==> src/rtl/dcm_phaseshift_multi.sv <==
// Shared PSEN/PSDONE sequencer stepping up to NUM_CH DCM variable phase shifters
// toward clamped signed targets, one step per channel visit in round-robin order.
module dcm_phaseshift_multi #(
    parameter int NUM_CH   = 2,
    parameter int PHASE_W  = 9,
    parameter int PS_LIMIT = 255,
    parameter int TIMEOUT  = 255
) (
    input  logic                        clk_i,
    input  logic                        reset_n_i,
    input  logic [NUM_CH-1:0]           load_i,
    input  logic [NUM_CH*PHASE_W-1:0]   value_i,
    input  logic [NUM_CH-1:0]           resync_i,
    output logic [NUM_CH*PHASE_W-1:0]   value_o,
    output logic [NUM_CH-1:0]           done_o,
    output logic [NUM_CH-1:0]           err_o,
    output logic                        busy_o,
    output logic [NUM_CH-1:0]           dcm_psen_o,
    output logic [NUM_CH-1:0]           dcm_psincdec_o,
    input  logic [NUM_CH-1:0]           dcm_psdone_i,
    input  logic [NUM_CH-1:0]           dcm_psovf_i
);

    localparam int CH_W  = (NUM_CH > 1) ? $clog2(NUM_CH) : 1;
    localparam int CNT_W = $clog2(TIMEOUT + 1);

    typedef enum logic [2:0] {
        S_IDLE,
        S_SELECT,
        S_STEP,
        S_WAIT,
        S_CHECK
    } state_t;

    state_t               r_state;
    state_t               w_state_nxt;
    logic [PHASE_W-1:0]   r_target [NUM_CH];
    logic [PHASE_W-1:0]   r_actual [NUM_CH];
    logic [NUM_CH-1:0]    r_err;
    logic [CH_W-1:0]      r_ch;
    logic [CH_W-1:0]      r_ptr;
    logic                 r_dir;
    logic [CNT_W-1:0]     r_cnt;

    logic [NUM_CH-1:0]    w_pending;
    logic                 w_found;
    logic [CH_W-1:0]      w_sel;
    logic                 w_sel_dir;
    logic                 w_inflight;
    logic                 w_take;
    logic                 w_timeout_hit;
    logic                 w_check_ok;
    logic [CH_W-1:0]      w_ptr_nxt;

    function automatic logic [PHASE_W-1:0] f_clamp(input logic [PHASE_W-1:0] v);
        logic signed [PHASE_W-1:0] sv;
        int                        s;
        sv = v;
        s  = 32'(sv);
        if (s > PS_LIMIT)
            s = PS_LIMIT;
        else if (s < -PS_LIMIT)
            s = -PS_LIMIT;
        return PHASE_W'(s);
    endfunction

    always_comb begin : p_pending
        w_pending = '0;
        for (int unsigned k = 0; k < NUM_CH; k++)
            w_pending[k] = (r_actual[k] != r_target[k]) && !r_err[k];
    end

    always_comb begin : p_search
        int unsigned idx;
        w_found = 1'b0;
        w_sel   = '0;
        for (int unsigned i = 0; i < NUM_CH; i++) begin
            idx = 32'(r_ptr) + i;
            if (idx >= NUM_CH)
                idx = idx - NUM_CH;
            if (!w_found && w_pending[CH_W'(idx)]) begin
                w_found = 1'b1;
                w_sel   = CH_W'(idx);
            end
        end
        w_sel_dir = $signed(r_target[w_sel]) > $signed(r_actual[w_sel]);
        w_ptr_nxt = (r_ch == CH_W'(NUM_CH - 1)) ? '0 : r_ch + 1'b1;
    end

    always_ff @(posedge clk_i or negedge reset_n_i) begin
        if (!reset_n_i)
            r_state <= S_IDLE;
        else
            r_state <= w_state_nxt;
    end

    // Resync on the serviced channel abandons the step; in SELECT any resync
    // holds one cycle so the direction is never latched from a stale phase.
    // The timeout count includes the PSEN cycle, so the error appears TIMEOUT
    // cycles after PSEN.
    always_comb begin : p_fsm
        w_state_nxt   = r_state;
        w_take        = 1'b0;
        w_timeout_hit = 1'b0;
        w_check_ok    = 1'b0;
        case (r_state)
            S_IDLE: begin
                if (|w_pending)
                    w_state_nxt = S_SELECT;
            end
            S_SELECT: begin
                if (!(|resync_i)) begin
                    if (w_found) begin
                        w_take      = 1'b1;
                        w_state_nxt = S_STEP;
                    end else begin
                        w_state_nxt = S_IDLE;
                    end
                end
            end
            S_STEP: begin
                w_state_nxt = resync_i[r_ch] ? S_SELECT : S_WAIT;
            end
            S_WAIT: begin
                if (resync_i[r_ch]) begin
                    w_state_nxt = S_SELECT;
                end else if (dcm_psdone_i[r_ch]) begin
                    w_state_nxt = S_CHECK;
                end else if (r_cnt == CNT_W'(TIMEOUT - 2)) begin
                    w_timeout_hit = 1'b1;
                    w_state_nxt   = S_SELECT;
                end
            end
            S_CHECK: begin
                w_check_ok  = !resync_i[r_ch];
                w_state_nxt = S_SELECT;
            end
            default: w_state_nxt = S_IDLE;
        endcase
    end

    always_ff @(posedge clk_i or negedge reset_n_i) begin
        if (!reset_n_i) begin
            for (int unsigned k = 0; k < NUM_CH; k++) begin
                r_target[k] <= '0;
                r_actual[k] <= '0;
            end
            r_err <= '0;
            r_ch  <= '0;
            r_ptr <= '0;
            r_dir <= 1'b0;
            r_cnt <= '0;
        end else begin
            if (w_take) begin
                r_ch  <= w_sel;
                r_dir <= w_sel_dir;
            end
            if (r_state == S_STEP)
                r_cnt <= '0;
            else if (r_state == S_WAIT)
                r_cnt <= r_cnt + 1'b1;
            if (w_timeout_hit)
                r_err[r_ch] <= 1'b1;
            if (w_check_ok) begin
                if (dcm_psovf_i[r_ch])
                    r_err[r_ch] <= 1'b1;
                else
                    r_actual[r_ch] <= r_dir ? r_actual[r_ch] + 1'b1 : r_actual[r_ch] - 1'b1;
                r_ptr <= w_ptr_nxt;
            end
            // Later assignments win: resync zeroes the phase, load keeps its target.
            for (int unsigned k = 0; k < NUM_CH; k++) begin
                if (resync_i[k]) begin
                    r_actual[k] <= '0;
                    r_err[k]    <= 1'b0;
                end
                if (load_i[k]) begin
                    r_target[k] <= f_clamp(value_i[k*PHASE_W +: PHASE_W]);
                    r_err[k]    <= 1'b0;
                end
            end
        end
    end

    always_comb begin : p_outputs
        w_inflight     = (r_state == S_STEP) || (r_state == S_WAIT) || (r_state == S_CHECK);
        busy_o         = (r_state != S_IDLE);
        dcm_psen_o     = '0;
        dcm_psincdec_o = '0;
        done_o         = '0;
        value_o        = '0;
        err_o          = r_err;
        if (r_state == S_STEP)
            dcm_psen_o[r_ch] = 1'b1;
        if (w_inflight)
            dcm_psincdec_o[r_ch] = r_dir;
        for (int unsigned k = 0; k < NUM_CH; k++) begin
            done_o[k] = !w_pending[k] && !(w_inflight && (r_ch == CH_W'(k)));
            value_o[k*PHASE_W +: PHASE_W] = r_actual[k];
        end
    end

endmodule
==> config.mk <==
export PLATFORM = sky130hd
export DESIGN_NAME = dcm_phaseshift_multi
export DESIGN_NICKNAME = d
export VERILOG_FILES = /design/src/rtl/dcm_phaseshift_multi.sv
export SDC_FILE = /design/constraint.sdc
export NUM_CORES = 1
export LEC_CHECK = 0
export ABC_CLOCK_PERIOD_IN_PS = 6670
export BUFFER_PORTS_ARGS = -buffer_cell sky130_fd_sc_hd__clkbuf_2
export CORE_ASPECT_RATIO = 1.4
export CORE_MARGIN = 2
export CORE_UTILIZATION = 35
export CTS_BUF_LIST = sky130_fd_sc_hd__clkbuf_4 sky130_fd_sc_hd__clkbuf_8
export DETAILED_ROUTE_END_ITERATION = 10
export PLACE_DENSITY = 0.56
export SYNTH_ARGS = -nofsm -noshare
export SYNTH_HDL_FRONTEND = slang
export SYNTH_SLANG_ARGS = --single-unit
==> constraint.sdc <==
create_clock -name clk_i -period 6.67 [get_ports clk_i]
set_input_delay 0.667 -clock clk_i [delete_from_list [all_inputs] [get_ports clk_i]]
set_output_delay 0.667 -clock clk_i [all_outputs]
set_load 0.05 [all_outputs]
==> impl_results.md, run 1 <==
* Status: completed
* Residual DRC at 0
* Die area at around 11000 um2
* Number of diodes at 0
* CP bufs+invs at 0
* All-Layer GR Usage at 0.182
* Starting density of the core at 0.359
* Post-Syn Instances at around 380
* Largest net degree at the start of global routing at 53
* Critical path class: reg2reg
* Syn Nets at ~430
* Drt pass-1 iters at 4
* Final Wtd Congestion at just under 0.9
* CP startpoint kind: flip-flop
* Syn Std Cell Area at between 3000 and 4000 um2
* Post-cts sizing count at 0
* Crit-path cells: xor2_1 -> nor4_1 -> a41oi_2 -> a21bo_1 -> mux2i_1 -> ha_1 -> a211oi_1 -> nand2_1 -> a41oi_1 -> o22ai_1 -> mux2_1
* CP max stage cell: a21bo_1
* P&R area growth vs syn at 12.5%
* Post-synth top cells: dfrtp_1 (52), o21ai_0 (33), inv_1 (27), nand3b_1 (24)
* Starting DRT DRC Count at ~130
* WHS at ~0.46 ns
* Most numerous cell in the Yosys netlist: dfrtp_1
* Post-synthesis cell type count at 50
* CP arrival at around 3.9 ns
* Area leader, netlist: dfrtp_1
* Simple-gate area share of the yosys netlist at 0.195
* Core area at just under 10000 um2
* Least-Margin Pin Slew at around 0.9 ns
* Nets at 476
* Synth Register Bits at 52
* IO Pins at 55
* Setup_tns at 0 ns
* Compound-Gate Fraction of Synth Area at 0.148
* Leakage power at 1.99 nW
* VDD IR max at around 110 uV
* Routed Antenna Nets at 0
* Min cycle time layout at 3.72 ns
* Ys Warns at 0
* Global-route wire length before repair at 15.2 mm
* PortBufs at 54
* Initial antenna violation count at 0
* Skew final at 0.0121 ns
* Sequential cell area fraction in the yosys report at 0.366
* Number of vias in the routed layout at around 3000
* Synth top area cells: dfrtp_1 (37%), ha_1 (7.0%), mux2i_1 (5.6%), nand3b_1 (5.1%), o21ai_0 (4.6%)
* Worst min path class: in2async
* Crit path largest cell delay at 0.84 ns
* Post-synthesis mux area share at 0.0933
* Largest family of logic cells by synthesized area: simple AND/OR/NAND/NOR gates
* Die Y at roughly 120 um
* Dpl hpwl at roughly 7.1 mm
* Ys async rst share at 1.00
* CTS tree: yes
* Die Wd at slightly below 90 um
* Adder-Cell Fraction of Synth Area at 0.0761
* Post-CTS Setup Bufs at 0
* Num CTS Buffers at 5
* Setup violators final at 0
* Max-cap violations at 0
* Setup crit end kind: flip-flop
* Vias in the first global route at about 2900
* EDFF count, synth at 0
* FMAX at ~0.27 GHz
* Fraction of layout cells with a size suffix above 1 at 0.182
* Max Slew Vio Count at 0
* WL final at about 9.4 mm
* CTS root buf: clkbuf_8
* Vias per cell at around 5.4
* Area share of the largest cell type after synthesis at 0.366
* Max FO, Critical Path at 18
* Cell class contributing the biggest share of worst-path delay: compound AO/OA/AOI/OAI gates
* Endpoints failing hold at 0
* Post-CTS Hold Buffers at 0
* CTS sink count at 52
* Site Rows at between 40 and 50
* Max-slew headroom at 0.401
* Pwr per Cell Area at 250 nW/um2
* Skew-Pair Late Insertion Delay at approximately 0.32 ns
* Clk pin slew, worst setup/hold paths at between 0.1 and 0.15 ns
* Mean Syn Cell Area at 9.25 um2
* H-Tree Depth at 2
* Total grt overflow at 0
* RSZ-0062 raised after global routing: false
* Fin crit share at 0.558
* WL/cell at 16.7 um
* CP required at 6.88 ns
* Xor/xnor share of the synthesized area at 0.0641
* Max Buffers Root-to-Sink at 2
* Most used DFF post-synth: dfrtp_1
-- cells by family after synthesis --
group	count (synthesis)
and+or+nand+nor	125
AOI/OAI and AO/OA	82
DFF	52
buffers and inverters	47
muxes	31
xor gates and xnor gates	26
adders and majority gates	21
-- power by group --
part / total [mW] / leakage, nW / internal (mW) / switching, mW
combinational: 0.378 / 1.26 / 0.150 / 0.228
clock: 0.200 / 0.0434 / 0.0844 / 0.116
sequential: 0.420 / 0.680 / 0.351 / 0.0688
total: 0.998 / 1.99 / 0.585 / 0.413
-- cells in the final DEF, fill, tap and decap left out, types with 4 or more instances in the layout --
cell type | netlist | final
nor2_1 | 21 | 21
a21oi_1 | 13 | 13
nand3b_1 | 24 | 24
o21ai_0 | 33 | 33
nand2_1 | 20 | 20
or4_1 | 6 | 6
xor2_1 | 16 | 16
mux2_2 | 8 | 8
or3_1 | 5 | 5
clkbuf_2 | 0 | 54
a211o_1 | 5 | 5
ha_1 | 20 | 20
mux2i_1 | 20 | 20
nand4_1 | 6 | 6
inv_1 | 27 | 27
a21o_1 | 4 | 4
dfrtp_1 | 52 | 52
clkbuf_8 | 0 | 6
nor3_1 | 10 | 10
nand3_1 | 21 | 21
xnor2_1 | 10 | 10
-- path summary, 6_finish.rpt --
kind | depth (start not counted) | slack (ns) | start | endpoint
max in group asynchronous | 2 | 5.71 | reset_n_i | r_target[14]
max | 11 | 2.95 | value_o[17] | r_dir
min | 2 | 0.46 | reset_n_i | r_cnt[2]
min reg2reg | 2 | 0.55 | r_cnt[1] | r_cnt[1]
max reg2reg | 11 | 2.95 | value_o[17] | r_dir
min in group clk_i | 2 | 0.55 | r_cnt[1] | r_cnt[1]
-- layout make-up --
| type | instances | area (um2) |
|---|---|---|
| fill | 999 | 5900 |
| multi-input combinational | 285 | 2050 |
| sequential | 52 | 1300 |
| timing repair buffer | 55 | 278 |
| tap | 135 | 169 |
| inverter | 28 | 105 |
| clock buffer | 6 | 82.6 |
| clock inverter | 2 | 15.0 |
-- through the flow --
stage	setup WS [ns]	utilization	cell area, um2	power (mW)	instances
floorplan	3.43	-	3550	0.718	384
global placement	3.06	0.394	3900	0.799	555
detailed placement	2.96	0.394	3900	0.804	555
CTS	2.93	0.404	4000	1.01	563
global route	2.60	0.404	4000	1.07	563
finish	2.95	0.404	4000	0.998	563
-- flip-flops by register name (all words and copies together), names as in the netlist --
| register | cells |
|---|---|
| r_cnt | 8 |
| r_ch | 1 |
| value_o | 18 |
| r_state | 3 |
| err_o | 2 |
| r_dir | 1 |
| r_ptr | 1 |
| r_target | 18 |
-- metal layers --
metal,vias to the layer above,share of wire,routed length [um],GRT usage
met3,18,0.038,360,0.0334
met1,1466,0.42,3980,0.227
met4,0,0.022,205,0.0718
met5,-,0,0,0
li1,1473,-,-,-
met2,64,0.52,4880,0.306
Note: power is estimated with default switching activity, not from simulation.
==> inputs of run 2 (changes only) <==
Settings changed: ABC_CLOCK_PERIOD_IN_PS 6670 to 3800.
Clock period 6.67 ns to 3.8 ns, I/O delays scaled along.
==> impl_results.md, run 2 (synthesized netlist as in run 1, its figures left out) <==
* Status: completed (unchanged)
* Most frequent cells in the layout: clkbuf_2 (54), dfrtp_1 (52), o21ai_0 (33) (unchanged)
* Post-CTS Setup Bufs at 0 (unchanged)
* All-Layer GR Usage at 0.191 (was 0.182)
* WL/cell at 17.2 um (was 16.7 um)
* Final Wtd Congestion at 0.849 (was 0.884)
* CTS root buf: clkbuf_8 (unchanged)
* Sw frac at 0.423 (was 0.414)
* Dpl hpwl at 7.57 mm (was 7.12 mm)
* RSZ-0062 raised after global routing: false (unchanged)
* Largest net degree at the start of global routing at 30 (was 53)
* Skew-Pair Late Insertion Delay at 0.33 ns (was 0.32 ns)
* Setup crit end kind: flip-flop (unchanged)
* Nets at 483 (was 476)
* CTS sink count at 52 (unchanged)
* Vias in the first global route at 2992 (was 2911)
* WL final at 9.79 mm (was 9.43 mm)
* Die Y at 123 um (unchanged)
* FMAX at 0.292 GHz (was 0.269 GHz)
* IO Pins at 55 (unchanged)
* CP arrival at 3.64 ns (was 3.93 ns)
* Leakage power at 2.03 nW (was 1.99 nW)
* Setup violators final at 0 (unchanged)
* CTS tree: yes (unchanged)
* Initial antenna violation count at 0 (unchanged)
* Global-route wire length before repair at 16.0 mm (was 15.2 mm)
* Routed Antenna Nets at 0 (unchanged)
* Fraction of layout cells with a size suffix above 1 at 0.195 (was 0.182)
* Internal Pwr Total at 1.02 mW (was 585 uW)
* CP required at 4.02 ns (was 6.88 ns)
* Critical path class: reg2reg (unchanged)
* Die area at 11000 um2 (unchanged)
* Starting density of the core at 0.359 (unchanged)
* Skew final at 0.0122 ns (was 0.0121 ns)
* Clock power frac at 0.197 (was 0.201)
* Residual DRC at 0 (unchanged)
* Max-slew headroom at 0.503 (was 0.401)
* Core area at 9900 um2 (unchanged)
* Num CTS Buffers at 5 (unchanged)
* Drt pass-1 iters at 4 (unchanged)
* Commonest non-fill, non-tap cell in the layout: clkbuf_2 (unchanged)
* Total grt overflow at 0 (unchanged)
* Min cycle time layout at 3.43 ns (was 3.72 ns)
* P&R area growth vs syn at 13.8% (was 12.5%)
* Max Slew Vio Count at 0 (unchanged)
* Total power at 1.77 mW (was 998 uW)
* Least-Margin Pin Slew at 0.745 ns (was 0.898 ns)
* Combinational Power Share at 0.400 (was 0.378)
* Reg2Reg Depth at 12 (was 11)
* Worst min path class: in2async (unchanged)
* Pwr per Cell Area at 437 nW/um2 (was 250 nW/um2)
* Vias per cell at 5.35 (was 5.37)
* Fin crit share at 0.902 (was 0.558)
* Max FO, Critical Path at 18 (unchanged)
* Starting DRT DRC Count at 139 (was 134)
* Filler cells at 1037 (was 999)
* H-Tree Depth at 2 (unchanged)
* Max Buffers Root-to-Sink at 2 (unchanged)
* PortBufs at 54 (unchanged)
* Die Wd at 89.2 um (unchanged)
* VDD IR max at 168 uV (was 106 uV)
* Post-cts sizing count at 0 (unchanged)
* Setup_tns at 0 ns (unchanged)
* Site Rows at 43 (unchanged)
* Endpoints failing hold at 0 (unchanged)
* Number of diodes at 0 (unchanged)
* Sw power at 747 uW (was 413 uW)
* Post-CTS Hold Buffers at 0 (unchanged)
* Number of vias in the routed layout at 3049 (was 3021)
* Clk pin slew, worst setup/hold paths at 0.11 ns (about the same)
* CP startpoint kind: flip-flop (unchanged)
* Max-cap violations at 0 (unchanged)
* Flop pwr share at 0.403 (was 0.421)
[run 2: power by group through the flow]
stage / clock network, mW / registers [mW] / logic, mW
after CTS: 0.356 / 0.710 / 0.714
after global placement: 0 / 0.718 / 0.700
final: 0.349 / 0.711 / 0.707
after detailed placement: 0 / 0.721 / 0.710
after floorplan: 0 / 0.683 / 0.577
after global routing: 0.378 / 0.725 / 0.785
[run 2: metal layers]
layer  share of wire  wire [um]  GRT usage
met1            0.43       4210      0.250
met2            0.51       4990      0.315
met3           0.038        376     0.0314
met4           0.022        212     0.0700
met5               0          0          0
[run 2: final cells by class]
class | instances | area (um2) | share of cell area
inverters | 28 | 105 | 0.0260
multi-input cells | 285 | 2050 | 0.506
clock inverters | 3 | 22.5 | 0.00557
clock buffers | 5 | 68.8 | 0.0170
well taps | 135 | 169 | 0.0418
flip-flops and latches | 52 | 1300 | 0.322
repair buffers | 62 | 330 | 0.0817
[run 2: path summary, 6_finish.rpt]
| check | slack (ns) | startpoint | endpoint |
|---|---|---|---|
| setup / recovery | 0.37 | value_o[17] | r_dir |
| hold reg to reg | 0.55 | r_cnt[1] | r_cnt[1] |
| hold / removal | 0.09 | reset_n_i | r_cnt[6] |
| setup reg to reg | 0.37 | value_o[17] | r_dir |
| max in group asynchronous | 2.88 | reset_n_i | value_o[7] |
| min in group clk_i | 0.30 | value_i[4] | r_target[13] |
[run 2: critical path, cell delays in order (launching register included)]
cell	delay [ns]
dfrtp_1	0.46
xor2_1	0.17
nor4_1	0.39
a41oi_2	0.26
a21bo_1	0.24
buf_4	0.30
mux2i_1	0.26
ha_1	0.31
a211oi_1	0.26
nand2_1	0.10
a41oi_1	0.17
o22ai_1	0.10
mux2_1	0.29
[run 2: metrics by stage]
step           std cells  instance area [um2]  hold slack (ns)   util  worst slack, ns
2_1_floorplan        384                 3550           0.0844      -            0.559
3_3_place_gp         562                 3950            0.481  0.399            0.549
3_5_place_dp         562                 3950            0.484  0.399            0.451
4_1_cts              570                 4050            0.126  0.409            0.403
5_1_grt              570                 4050            0.147  0.409            0.132
6_report             570                 4050           0.0875  0.409            0.372
==> inputs of run 3 (changes only) <==
Settings changed: CORE_ASPECT_RATIO 1.4 to not set.
==> impl_results.md, run 3 (synthesized netlist as in run 1, its figures left out) <==
* Commonest non-fill, non-tap cell in the layout: clkbuf_2 (unchanged)
* IO Pins at 55 (unchanged)
* Crit path launch: value_o[11] (was value_o[17])
* Leakage power at 2.04 nW (was 2.03 nW)
* Max FO, Critical Path at 18 (unchanged)
* Min cycle time layout at 3.35 ns (was 3.43 ns)
* Post-cts sizing count at 0 (unchanged)
* P&R area growth vs syn at 14.2% (was 13.8%)
* WL final at 9.76 mm (was 9.79 mm)
* FMAX at 0.298 GHz (was 0.292 GHz)
* Setup_tns at 0 ns (unchanged)
* Clock power frac at 0.199 (was 0.197)
* CTS tree: yes (unchanged)
* Number of diodes at 0 (unchanged)
* Max Slew Vio Count at 0 (unchanged)
* Dpl hpwl at 7.41 mm (was 7.57 mm)
* Critical R2R Capture: r_dir (unchanged)
* Vias in the first global route at 2956 (was 2992)
* Reg2Reg Depth at 12 (unchanged)
* WL/cell at 17.2 um (about the same)
* Setup violators final at 0 (unchanged)
* CP required at 4.00 ns (was 4.02 ns)
* Nets at 484 (was 483)
* Endpoints failing hold at 0 (unchanged)
* Initial antenna violation count at 0 (unchanged)
* CTS sink count at 52 (unchanged)
* Starting DRT DRC Count at 102 (was 139)
* Skew-Pair Late Insertion Delay at 0.32 ns (was 0.33 ns)
* Max-cap violations at 0 (unchanged)
* Internal Pwr Total at 1.03 mW (was 1.02 mW)
* Fraction of layout cells with a size suffix above 1 at 0.197 (was 0.195)
* CP max stage cell: dfrtp_1 (unchanged)
* Max-slew headroom at 0.415 (was 0.503)
* Final Core Density at 0.413 (was 0.409)
* PortBufs at 54 (unchanged)
* Sw power at 743 uW (was 747 uW)
* Die area at 11000 um2 (about the same)
* Num CTS Buffers at 5 (unchanged)
* Die Y at 105 um (was 123 um)
* Final instance count without filler cells at 569 (was 570)
* RSZ-0062 raised after global routing: false (unchanged)
* Setup crit end kind: flip-flop (unchanged)
* Routed Antenna Nets at 0 (unchanged)
* Vias per cell at 5.42 (was 5.35)
* Reg2reg start: value_o[11] (was value_o[17])
* Core area at 9820 um2 (was 9900 um2)
* Status: completed (unchanged)
* Die Wd at 105 um (was 89.2 um)
* Final Wtd Congestion at 0.875 (was 0.849)
* Number of vias in the routed layout at 3082 (was 3049)
* Placed Cells at 561 (was 562)
* Starting density of the core at 0.362 (was 0.359)
* Max Buffers Root-to-Sink at 2 (unchanged)
* Post-CTS Setup Bufs at 0 (unchanged)
* Site Rows at 36 (was 43)
* Setup crit end: r_dir (unchanged)
* Residual DRC at 0 (unchanged)
* Flop pwr share at 0.407 (was 0.403)
* Clk pin slew, worst setup/hold paths at 0.11 ns (about the same)
* VDD IR max at 193 uV (was 168 uV)
* CP arrival at 3.55 ns (was 3.64 ns)
* Combinational Power Share at 0.395 (was 0.400)
* All-Layer GR Usage at 0.183 (was 0.191)
* Pwr per Cell Area at 436 nW/um2 (was 437 nW/um2)
* CP startpoint kind: flip-flop (unchanged)
* Drt pass-1 iters at 5 (was 4)
* Crit-path cells: xor2_1 -> nor4_1 -> a41oi_2 -> a21bo_1 -> buf_4 -> mux2i_1 -> ha_1 -> a211oi_1 -> nand2_1 -> a41oi_1 -> o22ai_1 -> mux2_1 (unchanged)
* Crit path largest cell delay at 0.45 ns (was 0.46 ns)
* Largest net degree at the start of global routing at 34 (was 30)
* H-Tree Depth at 2 (unchanged)
* Critical path class: reg2reg (unchanged)
* Post-CTS Hold Buffers at 0 (unchanged)
* Sw frac at 0.420 (was 0.423)
* Fin crit share at 0.882 (was 0.902)
* CTS root buf: clkbuf_8 (unchanged)
* Worst min path class: in2async (unchanged)
* Reg2reg setup slack at 0.45 ns (was 0.37 ns)
* Most frequent cells in the layout: clkbuf_2 (54), dfrtp_1 (52), o21ai_0 (33) (unchanged)
* Global-route wire length before repair at 15.9 mm (was 16.0 mm)
* Skew final at 0.0116 ns (was 0.0122 ns)
* Total grt overflow at 0 (unchanged)
* Least-Margin Pin Slew at 0.878 ns (was 0.745 ns)
-- run 3: cell types whose count changed in the layout (fill, tap and decap cells not counted), sizes merged --
| cell | delta |
|---|---|
| clkinv | -2 |
| inv | +2 |
| buf | +1 |
-- run 3: metrics by stage --
stage / hold WS (ns) / area (um2) / total power [mW] / setup WS, ns
global placement: 0.510 / 3960 / 1.41 / 0.539
global route: 0.241 / 4060 / 1.90 / 0.225
floorplan: 0.0844 / 3550 / 1.26 / 0.559
detailed placement: 0.528 / 3960 / 1.42 / 0.482
finish: 0.168 / 4060 / 1.77 / 0.447
CTS: 0.208 / 4060 / 1.78 / 0.458
-- run 3: cell type report --
cell class	instances	area [um2]
Sequential cell	52	1300
Clock inverter	3	28.8
Inverter	28	105
Timing Repair Buffer	63	338
Fill cell	1054	5760
Clock buffer	5	68.8
Tap cell	133	166
Multi-Input combinational cell	285	2050
-- run 3: layer usage --
metal / routed length [um] / part of all wire / up-vias / global-route usage
met2: 4630 / 0.47 / 99 / 0.299
met1: 4500 / 0.46 / 1479 / 0.257
li1: - / - / 1493 / -
met3: 516 / 0.053 / 11 / 0.0306
met5: 0 / 0 / - / 0
met4: 116 / 0.012 / 0 / 0.0324
-- run 3: power by group through the flow --
stage	sequential, mW	clock [mW]	combinational, mW
after floorplan	0.683	0	0.577
after global placement	0.729	0	0.685
after detailed placement	0.729	0	0.693
after CTS	0.718	0.366	0.698
after global routing	0.731	0.388	0.777
final	0.720	0.351	0.698
-- run 3: worst min path at each step --
stage               from     endpoint  cells past startpoint  slack, ns
5_1_grt        reset_n_i  r_target[5]                      1       0.24
3_3_place_gp    r_cnt[6]     r_cnt[6]                      2       0.51
3_5_place_dp    r_cnt[1]     r_cnt[1]                      2       0.53
6_report       reset_n_i  r_target[5]                      1       0.17
2_1_floorplan  reset_n_i     err_o[0]                      0       0.08
4_1_cts        reset_n_i  r_target[2]                      1       0.21
-- run 3: worst max-delay path, delay by kind of cell (launching register included) --
family                     cells  cell delay (ns)
buffers and inverters          1             0.29
xor gates and xnor gates       1             0.18
adders and majority gates      1             0.30
muxes                          2             0.56
and+or+nand+nor                2             0.41
AOI/OAI and AO/OA              5             1.04
DFF                            1             0.45
